<file path="config.mk">
export PLATFORM = sky130hd
export DESIGN_NAME = fir_stream
export DESIGN_NICKNAME = d
export VERILOG_FILES = /design/src/rtl/fir_stream.sv
export SDC_FILE = /design/constraint.sdc
export NUM_CORES = 1
export LEC_CHECK = 0
export BUFFER_PORTS_ARGS = -buffer_cell sky130_fd_sc_hd__clkbuf_2
export CORE_ASPECT_RATIO = 1.75
export CORE_MARGIN = 4
export CORE_UTILIZATION = 57
export CTS_CLUSTER_DIAMETER = 200
export DETAILED_ROUTE_END_ITERATION = 8
export PLACE_DENSITY_LB_ADDON = 0.3
export SLEW_MARGIN = 10
export SYNTH_ARGS = -nofsm -noshare
export SYNTH_HDL_FRONTEND = slang
export SYNTH_SLANG_ARGS = --single-unit
</file>
<file path="constraint.sdc">
create_clock -name clk -period 6 [get_ports clk]
set_input_delay 0.3 -clock clk [delete_from_list [all_inputs] [get_ports clk]]
set_output_delay 0.3 -clock clk [all_outputs]
set_load 0.02 [all_outputs]
</file>
<file path="src/rtl/fir_stream.sv">
// Streaming FIR filter: delay line, registered per-tap products and a saturating sum.
// All three stages advance together under one valid/ready backpressure signal.
module fir_stream #(
    parameter int DATA_W = 6,
    parameter int COEF_W = 4,
    parameter int NTAPS  = 8,
    parameter int OUT_W  = 8
) (
    input  logic                     clk,
    input  logic                     reset,
    input  logic signed [DATA_W-1:0] s_tdata,
    input  logic                     s_tvalid,
    output logic                     s_tready,
    output logic signed [OUT_W-1:0]  m_tdata,
    output logic                     m_tvalid,
    input  logic                     m_tready,
    output logic                     m_ovf,
    input  logic                     coef_we,
    input  logic [$clog2(NTAPS)-1:0] coef_addr,
    input  logic signed [COEF_W-1:0] coef_wdata,
    input  logic                     flush
);
    localparam int PROD_W = DATA_W + COEF_W;
    localparam int ACC_W  = PROD_W + $clog2(NTAPS);
    localparam logic signed [ACC_W-1:0] SAT_MAX = ACC_W'((1 << (OUT_W - 1)) - 1);
    localparam logic signed [ACC_W-1:0] SAT_MIN = ~SAT_MAX;

    logic signed [DATA_W-1:0] x [NTAPS];
    logic signed [COEF_W-1:0] c [NTAPS];
    logic signed [PROD_W-1:0] p [NTAPS];
    logic                     d_valid;
    logic                     p_valid;
    logic                     advance;
    logic                     accept;
    logic                     addr_ok;
    logic signed [ACC_W-1:0]  sum;
    logic signed [OUT_W-1:0]  sat_data;
    logic                     sat_ovf;

    // The whole pipeline moves whenever the output register is empty or being drained.
    assign advance  = !m_tvalid || m_tready;
    assign s_tready = advance;
    assign accept   = s_tvalid && advance;
    assign addr_ok  = 32'(coef_addr) < 32'(NTAPS);

    // Stage 0: delay line.
    // NOTE: sequential state uses <= so every register samples its inputs as they were before the edge.
    always_ff @(posedge clk or negedge reset) begin
        if (!reset) begin
            // NOTE: these tap arrays are small flop banks, not RAM, so they can and must be reset.
            for (int k = 0; k < NTAPS; k++) x[k] <= '0;
            d_valid <= 1'b0;
        end else if (flush) begin
            for (int k = 0; k < NTAPS; k++) x[k] <= '0;
            d_valid <= 1'b0;
        end else if (accept) begin
            x[0] <= s_tdata;
            for (int k = 1; k < NTAPS; k++) x[k] <= x[k-1];
            d_valid <= 1'b1;
        end else if (advance) begin
            d_valid <= 1'b0;
        end
    end

    // Coefficients reload to an identity filter on reset; flush leaves them alone.
    always_ff @(posedge clk or negedge reset) begin
        if (!reset) begin
            for (int k = 0; k < NTAPS; k++) c[k] <= (k == 0) ? COEF_W'(1) : '0;
        end else if (coef_we && addr_ok) begin
            c[coef_addr] <= coef_wdata;
        end
    end

    // Stage 1: full-width per-tap products.
    always_ff @(posedge clk or negedge reset) begin
        if (!reset) begin
            for (int k = 0; k < NTAPS; k++) p[k] <= '0;
            p_valid <= 1'b0;
        end else if (flush) begin
            p_valid <= 1'b0;
        end else if (advance) begin
            for (int k = 0; k < NTAPS; k++) p[k] <= PROD_W'(x[k]) * PROD_W'(c[k]);
            p_valid <= d_valid;
        end
    end

    // Sum is wide enough that it can never wrap; clipping happens only at the output.
    // NOTE: every always_comb output is given a default first so no path can infer a latch.
    always_comb begin
        sum = '0;
        for (int k = 0; k < NTAPS; k++) sum = sum + ACC_W'(p[k]);
        sat_data = sum[OUT_W-1:0];
        sat_ovf  = 1'b0;
        if (sum > SAT_MAX) begin
            sat_data = SAT_MAX[OUT_W-1:0];
            sat_ovf  = 1'b1;
        end else if (sum < SAT_MIN) begin
            sat_data = SAT_MIN[OUT_W-1:0];
            sat_ovf  = 1'b1;
        end
    end

    // Stage 2: output register.
    always_ff @(posedge clk or negedge reset) begin
        if (!reset) begin
            m_tdata  <= '0;
            m_tvalid <= 1'b0;
            m_ovf    <= 1'b0;
        end else if (flush) begin
            m_tvalid <= 1'b0;
            m_ovf    <= 1'b0;
        end else if (advance) begin
            m_tdata  <= sat_data;
            m_ovf    <= sat_ovf;
            m_tvalid <= p_valid;
        end
    end
endmodule

</file>
After elaboration in Yosys (flattened, before gate mapping) --
Index checks and enable logic that the tools add are counted.
Word-level totals: register bits after elaboration 172, output and inout bits 11
Cells by class: add/subtract/negate cells 7, multipliers 8, magnitude comparators 4, mux-type cells 18, bitwise logic cells 2, reductions and logical operators 8
Operators by type and width (number):
- 48-bit two-way mux | 2
- 6-bit by 4-bit multiplier with 10-bit output | 8
- 13-bit by 10-bit adder with 13-bit output | 4
- 32-bit bitwise mux | 1
- 8-bit two-way mux | 2
- 12-bit by 10-bit adder with 13-bit output | 1
- 13-bit by 8-bit > comparator with 1-bit output (second input constant) | 1
- 13-bit by 8-bit less-than comparator with 1-bit output (second input constant) | 1
- 11-bit by 10-bit adder with 12-bit output | 1
- 4-bit demux with 3-bit select | 1
- 10-bit by 10-bit adder with 11-bit output | 1
- 1-bit two-way mux | 11
- 4-bit greater-or-equal comparator (second input constant) | 1
- 4-bit by 1-bit less-than comparator with 1-bit output (second input constant) | 1
- 4-bit two-way mux | 1
- 3-bit NOT with 4-bit output | 1
- 2-bit nonzero test | 2
- 3-bit nonzero test | 1
- 1-bit logical AND | 2
- 2-bit AND reduction | 1
- 1-bit zero test | 1
- 1-bit logical OR | 1
- 1-bit NOT | 1

Logic depth before layout (Yosys ltp) --
depth after elaboration 12, depth in mapped cells 19, gate-level depth less buffers 19

Worst setup path after synthesis --
No wires, ideal clock.
path kind register to register, start point register p[2] in the netlist's numbering, end point register m_ovf, library setup time 0.135 ns, data arrival time 4.611 ns, slack 1.254 ns, cell stages (with the launch flop) 20, path buffers 0, period minus slack after synthesis 4.746 ns, cells stage by stage dfrtp_1 inv_1 fa_1 inv_1 fa_1 fa_1 inv_1 fa_1 inv_1 ha_1 inv_1 fa_1 nor2b_1 o2111ai_2 nand3_2 nand2_1 xnor2_1 or4b_1 o211ai_2 nand3b_1
On the way: longest elaborated chain between the ends 6, elaborated cells between the ends (all ways) 7
RTL lines:
- start: declaration | line 30 | logic signed [PROD_W-1:0] p [NTAPS];
- 13-bit by 10-bit adder with 13-bit output * | line 91 | for (int k = 0; k < NTAPS; k++) sum = sum + ACC_W'(p[k]);
- 13-bit by 8-bit less-than comparator with 1-bit output | line 97 | end else if (sum < SAT_MIN) begin
- 1-bit two-way mux | line 97
- 1-bit two-way mux * | line 94 | if (sum > SAT_MAX) begin
- 1-bit two-way mux * | line 112 | end else if (advance) begin
- 1-bit two-way mux * | line 109 | end else if (flush) begin
- end signal: assignment | line 114 | m_ovf <= sat_ovf;
- end: declaration | line 17 | output logic m_ovf,
Mark *: on every way between the ends. The rest lies on a longest branch, timed or not. The select of a mux whose other input is x is not followed. A chain may end at the register's enable or synchronous reset.

Worst setup path after layout --
start point register p[2] in the netlist's numbering, end point register m_tdata[3]
On the way: longest elaborated chain between the ends 4, elaborated cells between the ends (all ways) 5
RTL lines:
- 13-bit by 10-bit adder with 13-bit output * | line 91
- 13-bit by 8-bit less-than comparator with 1-bit output | line 97
- 8-bit two-way mux | line 97
- 8-bit two-way mux * | line 94
- end signal: assignment | line 113 | m_tdata <= sat_data;
- end: declaration | line 14 | output logic signed [OUT_W-1:0] m_tdata,
Mark *: on every way between the ends. The rest lies on a longest branch, timed or not.

==> impl_metrics.env <==
export IMPL_postSynthCellCount=1467
export IMPL_avgSynthCellArea_sq_um=10.1
export IMPL_seqCellArea_sq_um=4310
export IMPL_layout_common_cells="inv_1 (272), nand2_1 (177), dfrtp_1 (171)"
export IMPL_synth_area_leader_cell="dfrtp_1"
export IMPL_postCtsSetupRepairBufs=0
export IMPL_route_vias_total=10036
export IMPL_first_pass_iters=5
export IMPL_h_tree_depth=4
export IMPL_gr_total_overflow=0
export IMPL_hp_class="in2reg"
export IMPL_drc=0
export IMPL_drt_iter0_markers=531
export IMPL_max_clock_path_buffers=2
export IMPL_min_from="s_tdata[3]"
export IMPL_crit_fanout=8
export IMPL_synth_nets=1794
export IMPL_cts_buffers_inserted=17
export IMPL_rsz0062_at_grt="no"
export IMPL_initial_core_util_pct=58.3
export IMPL_wl_mm=33.5
export IMPL_rows=77
export IMPL_yosysSeqAreaShare_pct=29.0
export IMPL_ys_types=50
export IMPL_drv_cap=0
export IMPL_dpl_hpwl_mm=27.1
export IMPL_tns_ns=0
export IMPL_async_flop_share_pct=100
export IMPL_hold_viol=0
export IMPL_worstSetupStartpointType="flip-flop"
export IMPL_core_area_sq_um=25400
export IMPL_yosysWarnings=0
export IMPL_die_area_sq_um=28800
export IMPL_tightest_slew_ns=1.12
export IMPL_nNetsFinal=1818
export IMPL_fin_util_pct=62.6
export IMPL_grt_antenna_before_repair=0
export IMPL_cts_root_buf="clkbuf_16"
export IMPL_fmax_mhz=195
export IMPL_clk_pin_slew_ns=0.07
export IMPL_finalSetupViolCount=0
export IMPL_yosys_register_bits=172
export IMPL_gr_usage_all_layers_pct=25.2
export IMPL_period_share_pct=85.4
export IMPL_port_buffers=29
export IMPL_cts_hold_buffers=1
export IMPL_drive_gt1_share_pct=7.39
export IMPL_cts_tree="done"
export IMPL_critPathArrivalTime_ns=5.43
export IMPL_critPathLaunch="p[2]$_DFFE_PN0P_"
export IMPL_clock_latency_ns=0.45
export IMPL_status="complete, no violations"
export IMPL_wl_per_cell_microns=18.5
export IMPL_multi_input_area_sq_um=9420
export IMPL_slew_violations=0
export IMPL_period_needed_ns=5.12
export IMPL_routed_via_density=5.52
export IMPL_grt_pass1_vias=11043
export IMPL_slew_limit_headroom_pct=25.4
export IMPL_r2r_start="p[2]$_DFFE_PN0P_"
export IMPL_yosysTopAreaCellShare_pct=28.8
export IMPL_fillCellCount=2152
export IMPL_antenna_cells=0
export IMPL_worstPathRequired_ns=6.31
export IMPL_die_h_microns=221
export IMPL_final_common_cell="inv_1"
export IMPL_synth_edff_count=0
export IMPL_synth_main_ff_cell="dfrtp_1"
export IMPL_die_x_microns=130
export IMPL_ant_nets=0
export IMPL_clock_sinks=172
export IMPL_grt_first_pass_wirelength_mm=56.0
export IMPL_syn2layout_area_growth_pct=7.36
export IMPL_synth_area_sq_um=14800
export IMPL_place_congestion=0.910
export IMPL_cp_end_kind="flip-flop"
export IMPL_clock_skew_ns=0.00826
export IMPL_io_pins=30
export IMPL_grt_max_degree=104
export IMPL_critPathKind="reg2reg"
export IMPL_post_cts_resized=0
export IMPL_netlist_top_cells_area="dfrtp_1 (29%), fa_1 (23%), ha_1 (12%)"
-- registers in the layout, summed over array words and instances, names as in the netlist --
name and count:
p 80, m_tdata 8, x 48, p_valid 1, c 32, m_ovf 1, d_valid 1, m_tvalid 1
-- cell families after synthesis --
logic type / count (synthesis) / share of synthesized area [%]
mux: 30 / 2.26
flops: 172 / 29.0
simple gates: 344 / 11.5
compound gates: 229 / 10.3
fa+ha+maj: 308 / 34.4
xor+xnor: 82 / 4.84
buf+inv: 302 / 7.66
-- cell type report --
class,count,share of cell area (%)
well taps,316,2.48
flip-flops and latches,172,27.0
clock inverters,8,0.668
inverters,273,6.43
multi-input cells,993,59.2
clock buffers,22,3.04
repair buffers,34,1.20
-- path summary, 6_finish.rpt --
check	to	slack, ns	cells past startpoint
min	x[45]$_DFFE_PN0P_	0.07	2
max	m_tdata[3]$_DFFE_PN0P_	0.88	19
max reg2reg	m_tdata[3]$_DFFE_PN0P_	0.88	19
min in group asynchronous	d_valid$_DFFE_PN0P_	0.32	2
min reg2reg	p[17]$_DFFE_PN0P_	0.49	2
max in group asynchronous	x[16]$_DFFE_PN0P_	4.37	3
-- layer usage --
metal	share of wire, %	routed length (microns)	track usage, %
met2	56	18800	46.1
met3	2.9	957	3.52
met1	35	11800	27.3
met4	6.1	2030	13.5
met5	0	0	0
-- cell usage after synthesis (2+ instances only) --
| cell type | number |
|---|---|
| nand3_1 | 8 |
| and2_2 | 2 |
| and2_1 | 59 |
| nor3b_1 | 4 |
| nand2_1 | 177 |
| o21ai_1 | 9 |
| fa_1 | 167 |
| a21o_1 | 34 |
| ha_1 | 141 |
| nor2b_1 | 10 |
| a22o_1 | 48 |
| nand3b_1 | 3 |
| and2b_1 | 2 |
| o21ai_0 | 98 |
| nor2_1 | 11 |
| mux2i_1 | 2 |
| nand4b_1 | 3 |
| inv_1 | 272 |
| nor3_1 | 5 |
| xnor2_1 | 62 |
| a21oi_4 | 2 |
| xor2_1 | 20 |
| dfrtp_1 | 171 |
| a21oi_1 | 27 |
| nand2b_1 | 51 |
| mux2_2 | 28 |
| clkbuf_1 | 28 |
-- critical path: stages (launching register included) --
cell and delay, ns:
dfrtp_1 0.33, inv_1 0.06, fa_1 0.54, inv_1 0.06
fa_1 0.51, fa_1 0.54, inv_1 0.05, fa_1 0.47
inv_1 0.09, ha_1 0.17, inv_1 0.05, fa_1 0.40
nor2b_1 0.24, o2111ai_2 0.15, nand3_2 0.13, nand2_1 0.09
xnor2_1 0.15, or4b_1 0.54, o211ai_2 0.31, o21ai_1 0.13
-- metrics by stage --
step	hold slack (ns)	std cells	setup WS (ns)	cell area, sq um
6_report	0.0686	1818	0.876	15900
5_1_grt	0.0585	1818	0.553	15900
4_1_cts	0.0496	1818	0.845	15900
3_5_place_dp	0.221	1787	0.864	15300
3_3_place_gp	0.225	1787	0.998	15300
2_1_floorplan	0.00441	1467	1.25	14800
Power is not shown: default switching activity piles up to over one toggle a cycle in this logic, so the estimate is an artifact.
